==> src/rtl/branch_resolve_ctrl.sv <==
// ID-stage branch resolution sequencer: hazard stall, comparator sampling, PC redirect / IF-ID flush, watchdog.
// Optional perf counters are built only when BRANCH_PERF_EN is defined; otherwise perf_* read 0.
module branch_resolve_ctrl #(
  parameter int N         = 32,
  parameter int STALL_MAX = 3,
  parameter int CNT_W     = 16
) (
  input  logic             clk,
  input  logic             rst,
  input  logic             ext_stall,
  input  logic             id_valid,
  input  logic             id_branch,
  input  logic [N-1:0]     id_target,
  input  logic             hz_ex_alu,
  input  logic             hz_ex_load,
  input  logic             hz_mem_load,
  input  logic             cmp_equal,
  output logic             stall,
  output logic             bubble_ex,
  output logic             pc_src,
  output logic [N-1:0]     pc_target,
  output logic             flush_if,
  output logic             err,
  output logic [CNT_W-1:0] perf_branches,
  output logic [CNT_W-1:0] perf_taken,
  output logic [CNT_W-1:0] perf_stalls
);
  localparam int SW = $clog2(STALL_MAX + 1);
  localparam logic [SW-1:0] SMAX = SW'(STALL_MAX);

  typedef enum logic [1:0] {IDLE, STALL, HOLD} state_t;

  state_t        state, state_nxt;
  logic [SW-1:0] scnt, scnt_nxt;
  logic          err_q;
  logic          br, hz, stall_c, bubble_c, res_c, wd, taken;

  assign br    = id_valid & id_branch;
  assign hz    = hz_ex_alu | hz_ex_load | hz_mem_load;
  assign taken = res_c & cmp_equal;

  always_comb begin
    stall_c   = 1'b0;
    bubble_c  = 1'b0;
    res_c     = 1'b0;
    wd        = 1'b0;
    state_nxt = state;
    scnt_nxt  = scnt;
    case (state)
      IDLE: begin
        if (br) begin
          if (hz) begin
            stall_c   = 1'b1;
            bubble_c  = 1'b1;
            scnt_nxt  = SW'(1);
            state_nxt = STALL;
          end else begin
            res_c     = 1'b1;
            state_nxt = cmp_equal ? HOLD : IDLE;
          end
        end
      end
      STALL: begin
        if (hz && scnt < SMAX) begin
          stall_c  = 1'b1;
          bubble_c = 1'b1;
          scnt_nxt = scnt + SW'(1);
        end else begin
          // Watchdog: give up waiting and resolve with whatever the comparator says now.
          wd        = hz;
          res_c     = 1'b1;
          scnt_nxt  = '0;
          state_nxt = cmp_equal ? HOLD : IDLE;
        end
      end
      HOLD:    state_nxt = IDLE;
      default: state_nxt = IDLE;
    endcase
  end

  assign stall     = ~rst & stall_c;
  assign bubble_ex = ~rst & ~ext_stall & bubble_c;
  assign pc_src    = ~rst & ~ext_stall & taken;
  assign flush_if  = pc_src;
  assign pc_target = pc_src ? id_target : '0;
  assign err       = ~rst & err_q;

  always_ff @(posedge clk) begin
    if (rst) begin
      state <= IDLE;
      scnt  <= '0;
      err_q <= 1'b0;
    end else if (!ext_stall) begin
      state <= state_nxt;
      scnt  <= scnt_nxt;
      if (wd) err_q <= 1'b1;
    end
  end

`ifdef BRANCH_PERF_EN
  logic [CNT_W-1:0] cnt_br, cnt_tk, cnt_st;

  // Saturating counters, frozen under ext_stall.
  always_ff @(posedge clk) begin
    if (rst) begin
      cnt_br <= '0;
      cnt_tk <= '0;
      cnt_st <= '0;
    end else if (!ext_stall) begin
      if (res_c   && cnt_br != '1) cnt_br <= cnt_br + CNT_W'(1);
      if (taken   && cnt_tk != '1) cnt_tk <= cnt_tk + CNT_W'(1);
      if (stall_c && cnt_st != '1) cnt_st <= cnt_st + CNT_W'(1);
    end
  end

  assign perf_branches = rst ? '0 : cnt_br;
  assign perf_taken    = rst ? '0 : cnt_tk;
  assign perf_stalls   = rst ? '0 : cnt_st;
`else
  assign perf_branches = '0;
  assign perf_taken    = '0;
  assign perf_stalls   = '0;
`endif
endmodule

==> config.mk <==
export PLATFORM = sky130hd
export DESIGN_NAME = branch_resolve_ctrl
export DESIGN_NICKNAME = d
export VERILOG_FILES = /design/src/rtl/branch_resolve_ctrl.sv
export SDC_FILE = /design/constraint.sdc
export NUM_CORES = 1
export LEC_CHECK = 0
export CAP_MARGIN = 20
export CORE_ASPECT_RATIO = 0.5
export CORE_MARGIN = 5
export CORE_UTILIZATION = 26
export DETAILED_ROUTE_END_ITERATION = 8
export HOLD_SLACK_MARGIN = 0.02
export PLACE_DENSITY = 0.82
export SLEW_MARGIN = 40
export SYNTH_ARGS = -nofsm -noshare
export SYNTH_HDL_FRONTEND = slang
export SYNTH_SLANG_ARGS = --single-unit
==> constraint.sdc <==
create_clock -name clk -period 1.9 [get_ports clk]
set_input_delay 0.285 -clock clk [delete_from_list [all_inputs] [get_ports clk]]
set_output_delay 0.285 -clock clk [all_outputs]
set_load 0.005 [all_outputs]
==> flow_summary.toml, run 1 <==
[grt]
grt_pass1_wl_mm = 5.761
use_met3_pct = 2.105
grt_use_met2_pct = 27.17
antenna_found_initial = 0
grt_pass1_vias = 1088
grt_overflow_total = 0
grt.busiest_layer = "met2"
grt.total_usage_pct = 14.09
grt_max_degree = 18
grt_use_met1_pct = 15.60

[layout]
n_fill_cell = 347
layout.cells.non_filler = 282
antenna_cells = 0
drive_gt1_share_pct = 35.50
synthToLayoutAreaGrowth_pct = 82.55
nets = 274

[power]
leakagePower_uw = 0.001057
p_total_uw = 516.8
peakVddDrop_mv = 0.1845
p_per_area_nw_per_um2 = 288.2

[placement]
place_inst = 263
gp_congestion = 0.8981
place_ws_ps = -415.0
post-dp-hpwl_mm = 3.022
port_buffers = 77

[setup_path]
endpoint_kind = "output pin"
r2r_slack_ps = 630
r2r-end = "scnt[1]"
worstSetupPathType = "register to output pin"
cp.depth = 6
cpPeakStageDelay_ps = 330
critPathMaxFanout = 8
crit_family = "buffers and inverters"
startpoint_type = "register"
path_cells = "ha_4 -> a22o_4 -> buf_6 -> buf_16 -> and2_4 -> clkdlybuf4s15_2"
required_ps = 1620
slowest_stage = "dfxtp_2"
r2r_cells = 4
reg2reg_from = "state[1]"
crit_arrival_ps = 1580
cp.buffers_inverters = 3

[floorplan]
die_area_sq_um = 5181
start_util_pct = 27.84
io-pin-count = 126
num_rows = 15
die_w_microns = 96.92
die-height_microns = 53.46
core_area_sq_um = 3528

[run_status]
status = "finished, final reports clean"

[yosys]
yosysWarnings = 0
synth.avg_cell_area_sq_um = 7.498
ys.flop_type = "dfxtp_1"
netlist-cell-type-count = 33
ys_seq_elements = 5
ys_seq_area_share_pct = 10.19
synth_edf_count = 0
synth_async_sr_flop_share_pct = 0
syn_area_sq_um = 982.2
netlist_instances = 131

[timing]
fin_skew_ps = 0.1955
setup_violations = 0
setup_tns_ps = 0
hold_violations = 0
fmax_ghz = 0.5361
period_needed_ps = 1865
slew_viol_final = 0
finalCritPeriodShare_pct = 98.18
setup_ws_ps = 34.67

[min_path]
hp-class = "input pin to register"
min_to = "state[1]"
min_from = "ext_stall"
whs_path_depth = 3

[clock_tree]
path_clk_slew_ps = 40
cts_root_buffer = "clkbuf_8"
cts_tree = "built"
clk_latency_ps = 220
cts_buffers = 3
clock-sinks = 5
h-tree-depth = 1
clockBufferDepth = 2

[drt]
viasPerCell = 4.074
post_drt_wl_per_cell_microns = 14.35
vias = 1149
drc = 0
finalWirelength_mm = 4.048
drtIter0Drc = 20
drtPass1Iterations = 4
ant_nets = 0

[job]
timing.max_cap.violations = 0
power breakdown:
group | total (uW) | switching, uW | internal, uW
clock | 202 | 57.2 | 144
sequential | 111 | 3.11 | 107
combinational | 205 | 83.3 | 121
total | 517 | 144 | 373
worst reg2reg max path, cell delays in order, from the launching register on:
cell and delay [ps]:
dfxtp_4 350, buf_4 140, nor2_1 310, nand4_1 140
a22o_1 220
per-layer routing:
metal | routed length, microns | share of wire, %
met5 | 0 | 0
met2 | 2171 | 54
met4 | 99 | 2.4
met1 | 1511 | 37
met3 | 264 | 6.5
registers in the layout, summed over array words and instances, names as in the netlist:
name   cells
scnt       2
state      2
err_q      1
cells in the final DEF, fill, tap and decap left out, types with 2 or more instances in the layout:
cell type / Yosys / layout
buf_6: 2 / 4
buf_4: 49 / 22
o21ai_0: 2 / 2
and3_2: 5 / 5
dfxtp_1: 5 / 2
conb_1: 1 / 48
nor2_1: 5 / 5
clkbuf_8: 0 / 3
buf_16: 0 / 3
clkdlybuf4s15_1: 0 / 2
and3_1: 28 / 27
clkdlybuf4s50_1: 0 / 33
buf_2: 1 / 15
dlygate4sd2_1: 0 / 8
clkbuf_2: 5 / 17
nand3_1: 3 / 3
a21oi_1: 2 / 2
dfxtp_2: 0 / 2
stage by stage:
step	hold slack, ps	area, sq um	utilization, %
5_1_grt	423.1	1793	50.82
2_1_floorplan	440.1	1159	-
3_3_place_gp	584.7	1703	48.26
6_report	388.1	1793	50.82
3_5_place_dp	607.5	1703	48.26
4_1_cts	548.9	1912	54.18
worst max-delay path by stage:
stage	from	end
floorplan	scnt[0]	pc_src
global placement	hz_ex_load	pc_target[29]
detailed placement	hz_ex_load	pc_target[6]
CTS	scnt[1]	pc_target[6]
global route	scnt[0]	flush_if
finish	scnt[0]	flush_if
timing repair:
action | CTS | global route
setup endpoints to repair | 37 | 26
setup buffers | 10 | 3
pin swaps | 5 | 4
gates cloned | 3 | 0
gates resized for setup | 122 | 26
hold buffers | 0 | 0
area by class of cell:
cell class	instances	area [sq um]	area share (%)
Clock buffer	4	45.04	2.512
Inverter	1	3.754	0.2094
Multi-Input combinational cell	115	669.4	37.33
Sequential cell	5	106.4	5.932
Tap cell	51	63.81	3.559
Timing Repair Buffer	106	904.6	50.45
kinds of logic after synthesis:
logic type | Yosys count | share of synthesized area (%)
adders and majority gates | 1 | 1.274
DFF | 5 | 10.19
AOI/OAI and AO/OA | 10 | 7.135
other | 1 | 0.3818
buffers and inverters | 58 | 43.18
and+or+nand+nor | 56 | 37.84
synth_stat cells, types with 2 or more instances:
cell      count  share of area (%)
buf_4        49                 37
and3_1       28                 18
and3_2        5                3.8
clkbuf_2      5                2.5
dfxtp_1       5                 10
nor2_1        5                1.9
nand3_1       3                1.5
a21oi_1       2                1.0
a22o_1        2                1.8
buf_6         2                2.3
nor4_1        2                1.3
o21ai_0       2                1.0
Note: power is estimated with default switching activity, not from simulation.
==> inputs of run 2 (changes only) <==
- MAX_ROUTING_LAYER: not set -> met4
==> run 2 against run 1 <==
  * Worst setup slack hardly changed
  * Combinational power barely moved
  * Die area stayed put
  * Via count down 0.35%
  * Global-route usage grew 0.41 points
  * Count of clock-buffer cells in the layout unchanged
==> flow_summary.toml, run 2 (synthesized netlist as in run 1, its figures left out) <==
[layout]
antenna_cells = 0
layout_common_cells = "conb_1, clkdlybuf4s50_1, and3_1"
synthToLayoutAreaGrowth_pct = 82.55
reg_top3 = "scnt: 2 flops, state: 2 flops, err_q: 1 flops"
layout.cells.non_filler = 282
layout_commonest_cell = "conb_1"
n_fill_cell = 347
nets = 274
drive_gt1_share_pct = 35.50

[timing]
hold_violations = 0
finalCritPeriodShare_pct = 98.18
setup_violations = 0
setup_tns_ps = 0
fin_skew_ps = 1.450
slew_viol_final = 0
fmax_ghz = 0.5361
period_needed_ps = 1865

[run_status]
status = "finished, final reports clean"

[power]
leakagePower_uw = 0.001057
peakVddDrop_mv = 0.1827
pwr-share-seq_pct = 21.4
clockPowerShare_pct = 38.9
switching_share_pct = 27.72
p_per_area_nw_per_um2 = 287.9
power.switching_uw = 143.1
p_int_uw = 373.2
p_comb_share_pct = 39.7

[placement]
post-dp-hpwl_mm = 3.022
port_buffers = 77
place_inst = 263
gp_congestion = 0.9134

[grt]
grt_pass1_vias = 1087
grt_pass1_wl_mm = 5.775
grt_max_degree = 18
grt.total_usage_pct = 14.50
grt_overflow_total = 0
antenna_found_initial = 0

[clock_tree]
path_clk_slew_ps = 40
ctsHoldBuffers = 0
cts_buffers = 3
clock-sinks = 5
h-tree-depth = 1
cts_tree = "built"
cts_root_buffer = "clkbuf_8"
clk_latency_ps = 220
clockBufferDepth = 2

[drt]
drtPass1Iterations = 4
vias = 1145
post_drt_wl_per_cell_microns = 14.47
finalWirelength_mm = 4.080
drtIter0Drc = 32
drc = 0
viasPerCell = 4.060
ant_nets = 0

[floorplan]
die-height_microns = 53.46
die_w_microns = 96.92
core_area_sq_um = 3528
num_rows = 15
start_util_pct = 27.84
io-pin-count = 126
die_area_sq_um = 5181

[setup_path]
r2r_cells = 4
crit_path_end = "flush_if"
r2r_slack_ps = 610
crit_start = "scnt[0]"
critPathMaxFanout = 8
crit_arrival_ps = 1580
startpoint_type = "register"
r2r-end = "scnt[1]"
worstSetupPathType = "register to output pin"
reg2reg_from = "state[1]"
endpoint_kind = "output pin"
required_ps = 1620

[min_path]
hp-class = "input pin to register"

[job]
timing.max_cap.violations = 0
[run 2: cell counts in the layout (fill, tap and decap cells not counted)]
No cell type changed its count.
[run 2: layout make-up]
type | count | area [sq um] | area share (%)
multi-input cells | 115 | 669.4 | 37.33
inverters | 1 | 3.754 | 0.2094
repair buffers | 106 | 904.6 | 50.45
well taps | 51 | 63.81 | 3.559
flip-flops and latches | 5 | 106.4 | 5.932
clock buffers | 4 | 45.04 | 2.512
[run 2: worst min path at each step]
stage,from,slack [ps],end,depth (start not counted)
after floorplan,ext_stall,440,state[1],2
after detailed placement,scnt[0],610,scnt[0],3
after global routing,ext_stall,420,state[1],3
after CTS,state[1],550,state[1],2
after global placement,state[1],580,state[1],2
final,ext_stall,390,state[1],3
[run 2: through the flow]
stage / utilization (%) / hold WS, ps / setup WS, ps / instance area [sq um] / power, uW
2_1_floorplan: - / 440.1 / 356.9 / 1159 / 245.4
3_3_place_gp: 48.26 / 584.7 / -375.2 / 1703 / 287.8
3_5_place_dp: 48.26 / 607.5 / -415.0 / 1703 / 291.9
4_1_cts: 54.18 / 548.9 / -9.596 / 1912 / 516.0
5_1_grt: 50.82 / 423.1 / -4.606 / 1793 / 546.9
6_report: 50.82 / 389.9 / 34.63 / 1793 / 516.3
[run 2: critical path, cell delays in order (launching register included)]
cell and delay (ps):
dfxtp_2 330, ha_4 170, a22o_4 250, buf_6 130
buf_16 130, and2_4 130, clkdlybuf4s15_2 200
[run 2: routing by layer]
metal	share of wire (%)	vias to the layer above	GRT usage [%]
met1	38	520	15.83
met3	6.7	8	2.105
li1	-	557	-
met4	2.4	0	6.993
met5	0	-	-
met2	53	60	26.94
[run 2: power by group through the flow]
stage               Clock, uW  Combinational [uW]  Sequential [uW]
finish                    201                 205              111
global route              214                 222              111
CTS                       205                 201              110
detailed placement          0                 180              112
global placement            0                 176              112
floorplan                   0                 134              111
[run 2: repair_timing]
item	in CTS	in global routing
endpoints found under the setup margin	37	26
pin swaps	5	4
buffers inserted	10	3
gates cloned	3	0
gates resized for setup	122	26
==> inputs of run 3 (changes only) <==
- CORE_UTILIZATION: 26 -> 28
- PLACE_DENSITY: 0.82 -> 0.88
- clock period: 1.9 -> 2.3 ns (I/O delays scaled with it)
==> run 3 against run 2 <==
  * Clock power decreased by 22%
  * Non-clock buffer count decreased by 6
  * Hold slack improved by 120 ps
  * Combinational power decreased by 25%
  * Via count decreased by 1.3%
  * Power decreased by 22%
==> flow_summary.toml, run 3 (synthesized netlist as in run 1, its figures left out) <==
[run_status]
status = "finished, final reports clean"

[setup_path]
endpoint_kind = "output pin"
critPathMaxFanout = 10
crit_arrival_ps = 1900
required_ps = 1960
startpoint_type = "input pin"
worstSetupPathType = "input pin to output pin"

[floorplan]
die_w_microns = 93.76
die-height_microns = 51.88
num_rows = 15
io-pin-count = 126
core_area_sq_um = 3397
die_area_sq_um = 4864
start_util_pct = 28.91

[clock_tree]
cts_root_buffer = "clkbuf_8"
path_clk_slew_ps = 30
cts_tree = "built"
clockBufferDepth = 2
h-tree-depth = 1
clk_latency_ps = 220
cts_buffers = 3
clock-sinks = 5

[drt]
viasPerCell = 4.094
wl_met2_mm = 1.916
top_layer = "met4"
drc = 0
post_drt_wl_per_cell_microns = 12.84
wl_met3_microns = 278
drtPass1Iterations = 4
ant_nets = 0
met1_length_mm = 1.308
finalWirelength_mm = 3.543
vias = 1130
drtIter0Drc = 15

[timing]
fmax_ghz = 0.4449
setup_ws_ps = 52.43
period_needed_ps = 2248
finalCritPeriodShare_pct = 97.72
hold_violations = 0
setup_violations = 0
setup_tns_ps = 0
fin_skew_ps = 0.3066
slew_viol_final = 0
rsz0062_at_grt = "false"

[grt]
grt_pass1_wl_mm = 4.809
grt_max_degree = 13
grt_pass1_vias = 1021
grt_overflow_total = 0
grt.total_usage_pct = 12.83
antenna_found_initial = 0

[layout]
layout_commonest_cell = "conb_1"
nets = 268
synthToLayoutAreaGrowth_pct = 85.22
layout.cells.non_filler = 276
antenna_cells = 0
layout_common_cells = "conb_1, clkdlybuf4s50_1, and3_1, dlygate4sd2_1, buf_4"
utilization_pct = 53.55
drive_gt1_share_pct = 15.56
n_fill_cell = 318
reg_top3 = "scnt: 2 flops, state: 2 flops, err_q: 1 flops"

[power]
peakVddDrop_mv = 0.1027
leakagePower_uw = 0.001294
p_per_area_nw_per_um2 = 220.9

[placement]
post-dp-hpwl_mm = 2.774
port_buffers = 77
place_inst = 259
place_ws_ps = -121.1
gp_congestion = 0.7591

[job]
timing.max_cap.violations = 0

[min_path]
hp-class = "register to register"
run 3: cell count changes in the layout (fill, tap and decap cells not counted), sizes merged:
cell and change:
buf -22, clkbuf -17, clkdlybuf4s15 -3, clkdlybuf4s50 +2, dlygate4sd2 +20, dlymetal6s2s +14
run 3: area by class of cell:
class,instances,area (sq um),area share (%)
multi-input combinational,115,643.1,35.35
timing repair buffer,100,963.4,52.96
clock buffer,4,45.04,2.476
sequential,5,100.1,5.502
tap,51,63.81,3.508
inverter,1,3.754,0.2063
run 3: metrics by stage:
stage	cell area [sq um]	power (uW)	hold WS, ps
after floorplan	1159	202.7	468.9
after CTS	1718	396.9	507.2
final	1819	401.9	512.4
after global routing	1819	427.7	520.8
after global placement	1648	228.2	488.3
after detailed placement	1648	232.0	499.3
run 3: worst max-delay path, stage by stage:
cell and delay [ps]:
clkdlybuf4s50_1 420, a21o_1 210, a22o_4 250, buf_4 140
buf_6 120, and3_1 160, dlygate4sd2_1 270
run 3: report_power, final:
group	switching, uW	total, uW	internal (uW)	leakage, uW
Clock	37.7	156	118	0.0000228
Combinational	60.6	153	92.0	0.00123
Sequential	3.47	93.2	89.7	0.0000405
Total	102	402	300	0.00129
run 3: final timing paths:
path / from / end / slack (ps) / depth (start not counted)
max: id_branch / pc_target[14] / 50 / 7
min: scnt[0] / scnt[0] / 510 / 2
max reg2reg: state[1] / state[1] / 1050 / 6
min reg2reg: scnt[0] / scnt[0] / 510 / 2
run 3: layer usage:
metal / vias to the layer above / GRT usage [%]
met5: - / -
met4: 0 / 5.516
met3: 4 / 2.457
met2: 66 / 24.32
met1: 519 / 13.21
li1: 541 / -
run 3: what timing repair did:
| action | in CTS | in global routing |
|---|---|---|
| resized for setup | 38 | 16 |
| endpoints found under the setup margin | 35 | 12 |
| cloned | 4 | 0 |
| pin swaps | 4 | 2 |
| setup buffers | 1 | 8 |
| hold buffers | 0 | 0 |
==> RTL edit, RTL diff (settings of run 3) <==
Add a define of `BRANCH_PERF_EN`.
--- a/src/rtl/branch_resolve_ctrl.sv
+++ b/src/rtl/branch_resolve_ctrl.sv
@@ -1,5 +1,7 @@
 // ID-stage branch resolution sequencer: hazard stall, comparator sampling, PC redirect / IF-ID flush, watchdog.
 // Optional perf counters are built only when BRANCH_PERF_EN is defined; otherwise perf_* read 0.
+`define BRANCH_PERF_EN
+
 module branch_resolve_ctrl #(
   parameter int N         = 32,
   parameter int STALL_MAX = 3,
Function: changed (a bounded check fails within 4 cycles, from zero or initial values and one cycle with rst high).
==> RTL edit against run 3 <==
Clock power grew to 4.7 times the old value; routed wire length grew to 2.8 times the old value; die area grew to 2.8 times the old value; cell area grew to 2.7 times the old value; area after synthesis grew to 3.2 times the old value; worst setup slack worse by 12 ps; hold slack worse by 52 ps; synthesized cell count grew to 3.0 times the old value; sequential cell count is 48 higher; total power grew to 4.5 times the old value; combinational power is 10% higher; non-clock buffer count is 57 higher; maximum frequency is 0.53% lower.
==> RTL edit: results <==
group,metric,value,unit
run_status,run_status,"complete, no violations",
grt,grt_antenna_before_repair,0,
placed_design,global_placer_s_final_weighted_congestion,0.816,
grt,grt_pass1_vias,3182,
clock_network,cts_max_level,2,
synth,syn_area_per_cell,8.15,µm²
power_and_ir_drop,power_switching_share,0.221,
routing,firstDrtPassIters,4,
synth,synth_enable_flop_cells,0,
synth,synthDistinctLibCells,46,
final_layout,reg_top3,"cnt_br (16), cnt_st (16), cnt_tk (16)",
placed_design,port-buffer-count,125,
placed_design,placed_cell_area,0.00465,mm²
final_layout,drive_gt1_frac,0.198,
clock_network,cts_inserted_buffers,5,
power_and_ir_drop,cellLeakagePower,1.95,nW
timing,tightestPinTransition,591,ps
worst_setup_path,critical_path.max_fanout,4,
routing,drt_first_iter_violations,166,
synth,async_reset_ff_frac,0,
synth,synth_sequential_area_ratio,0.334,
worst_setup_path,worstPathArrival,1910,ps
clock_network,insertion_delay,280,ps
routing,route.final.wire_length,9750,µm
placed_design,detailedPlacementHpwl,7190,µm
placed_design,detailedPlace.worstSlack,-621,ps
routing,dr_total_vias,3252,
hold_path,holdCritPathClass,"reg2reg",
synth,synth_top_cells_by_area,"sky130_fd_sc_hd__dfxtp_1, sky130_fd_sc_hd__nor2b_1, sky130_fd_sc_hd__mux2_2, sky130_fd_sc_hd__and2_1, sky130_fd_sc_hd__nor2_1",
power_and_ir_drop,vdd_drop_max,0.286,mV
grt,grt_max_degree,65,
final_layout,antenna_cells,0,
routing,vias_per_cell,4.78,
clock_network,cts.reportedPaths.clkPinSlew,70,ps
synth,netlist_top_cells_count,"sky130_fd_sc_hd__nor2_1, sky130_fd_sc_hd__dfxtp_1, sky130_fd_sc_hd__nor2b_1",
grt,grt_first_pass_wirelength,15500,µm
placed_design,placedCellCount,659,
clock_network,maximum_buffer_depth_of_the_clock_tree,2,
final_layout,fillerInstances,1013,
timing,setup_tns,0,ps
synth,synth_nets,435,
synth,synth-warning-count,0,
timing,clock-skew-final,6.11,ps
final_layout,finish.net_count,579,
grt,grt_usage,0.138,
clock_network,cts_root_buf,"sky130_fd_sc_hd__clkbuf_16",
==> RTL edit: worst max-delay path, cell delays in order <==
cell                            delay [ps]
sky130_fd_sc_hd__buf_2                 110
sky130_fd_sc_hd__or3_4                 400
sky130_fd_sc_hd__o21ai_4               190
sky130_fd_sc_hd__nand3_4               100
sky130_fd_sc_hd__nor2_4                170
sky130_fd_sc_hd__buf_12                140
sky130_fd_sc_hd__buf_6                 100
sky130_fd_sc_hd__and2_1                120
sky130_fd_sc_hd__dlygate4sd2_1         240
==> RTL edit: cell type report <==
cell class	count	area, µm²	area share
Multi-Input combinational cell	308	2010	0.412
Timing Repair Buffer	157	1450	0.297
Sequential cell	53	1060	0.218
Tap cell	145	181	0.0372
Clock buffer	7	133	0.0272
Inverter	9	33.8	0.00693
Clock inverter	1	7.51	0.00154
==> RTL edit: cells by family after synthesis <==
kind of cell,after synthesis,share of synthesized area
simple gates,235,0.414
xor+xnor,16,0.0441
mux,22,0.0772
buf+inv,29,0.0453
fa+ha+maj,4,0.0157
compound gates,31,0.0697
flops,53,0.334
==> RTL edit: worst paths after layout <==
kind	startpoint	endpoint	slack (ps)	cells after the start
worst min register to register	scnt[1]	scnt[1]	460	2
worst max register to register	cnt_tk[0]	cnt_tk[1]	230	8
worst max-delay path	hz_mem_load	pc_target[3]	40	9
worst min-delay path	scnt[1]	scnt[1]	460	2
==> RTL edit: what timing repair did <==
| item | CTS | global route |
|---|---|---|
| endpoints found under the setup margin | 36 | 25 |
| pin swaps | 8 | 4 |
| buffers inserted | 12 | 1 |
| cloned | 4 | 0 |
| gates resized for setup | 136 | 12 |
==> RTL edit: metal layers <==
layer / global-route usage / part of all wire
met1: 0.157 / 0.42
met2: 0.256 / 0.54
met3: 0.0199 / 0.021
met4: 0.0328 / 0.021
met5: - / 0
==> RTL edit: power by group through the flow <==
stage	sequential, mW	combinational, mW	clock (mW)
6_report	0.928	0.169	0.729
5_1_grt	0.928	0.185	0.787
4_1_cts	0.928	0.169	0.740
3_5_place_dp	0.949	0.167	0
3_3_place_gp	0.948	0.163	0
2_1_floorplan	0.947	0.0641	0
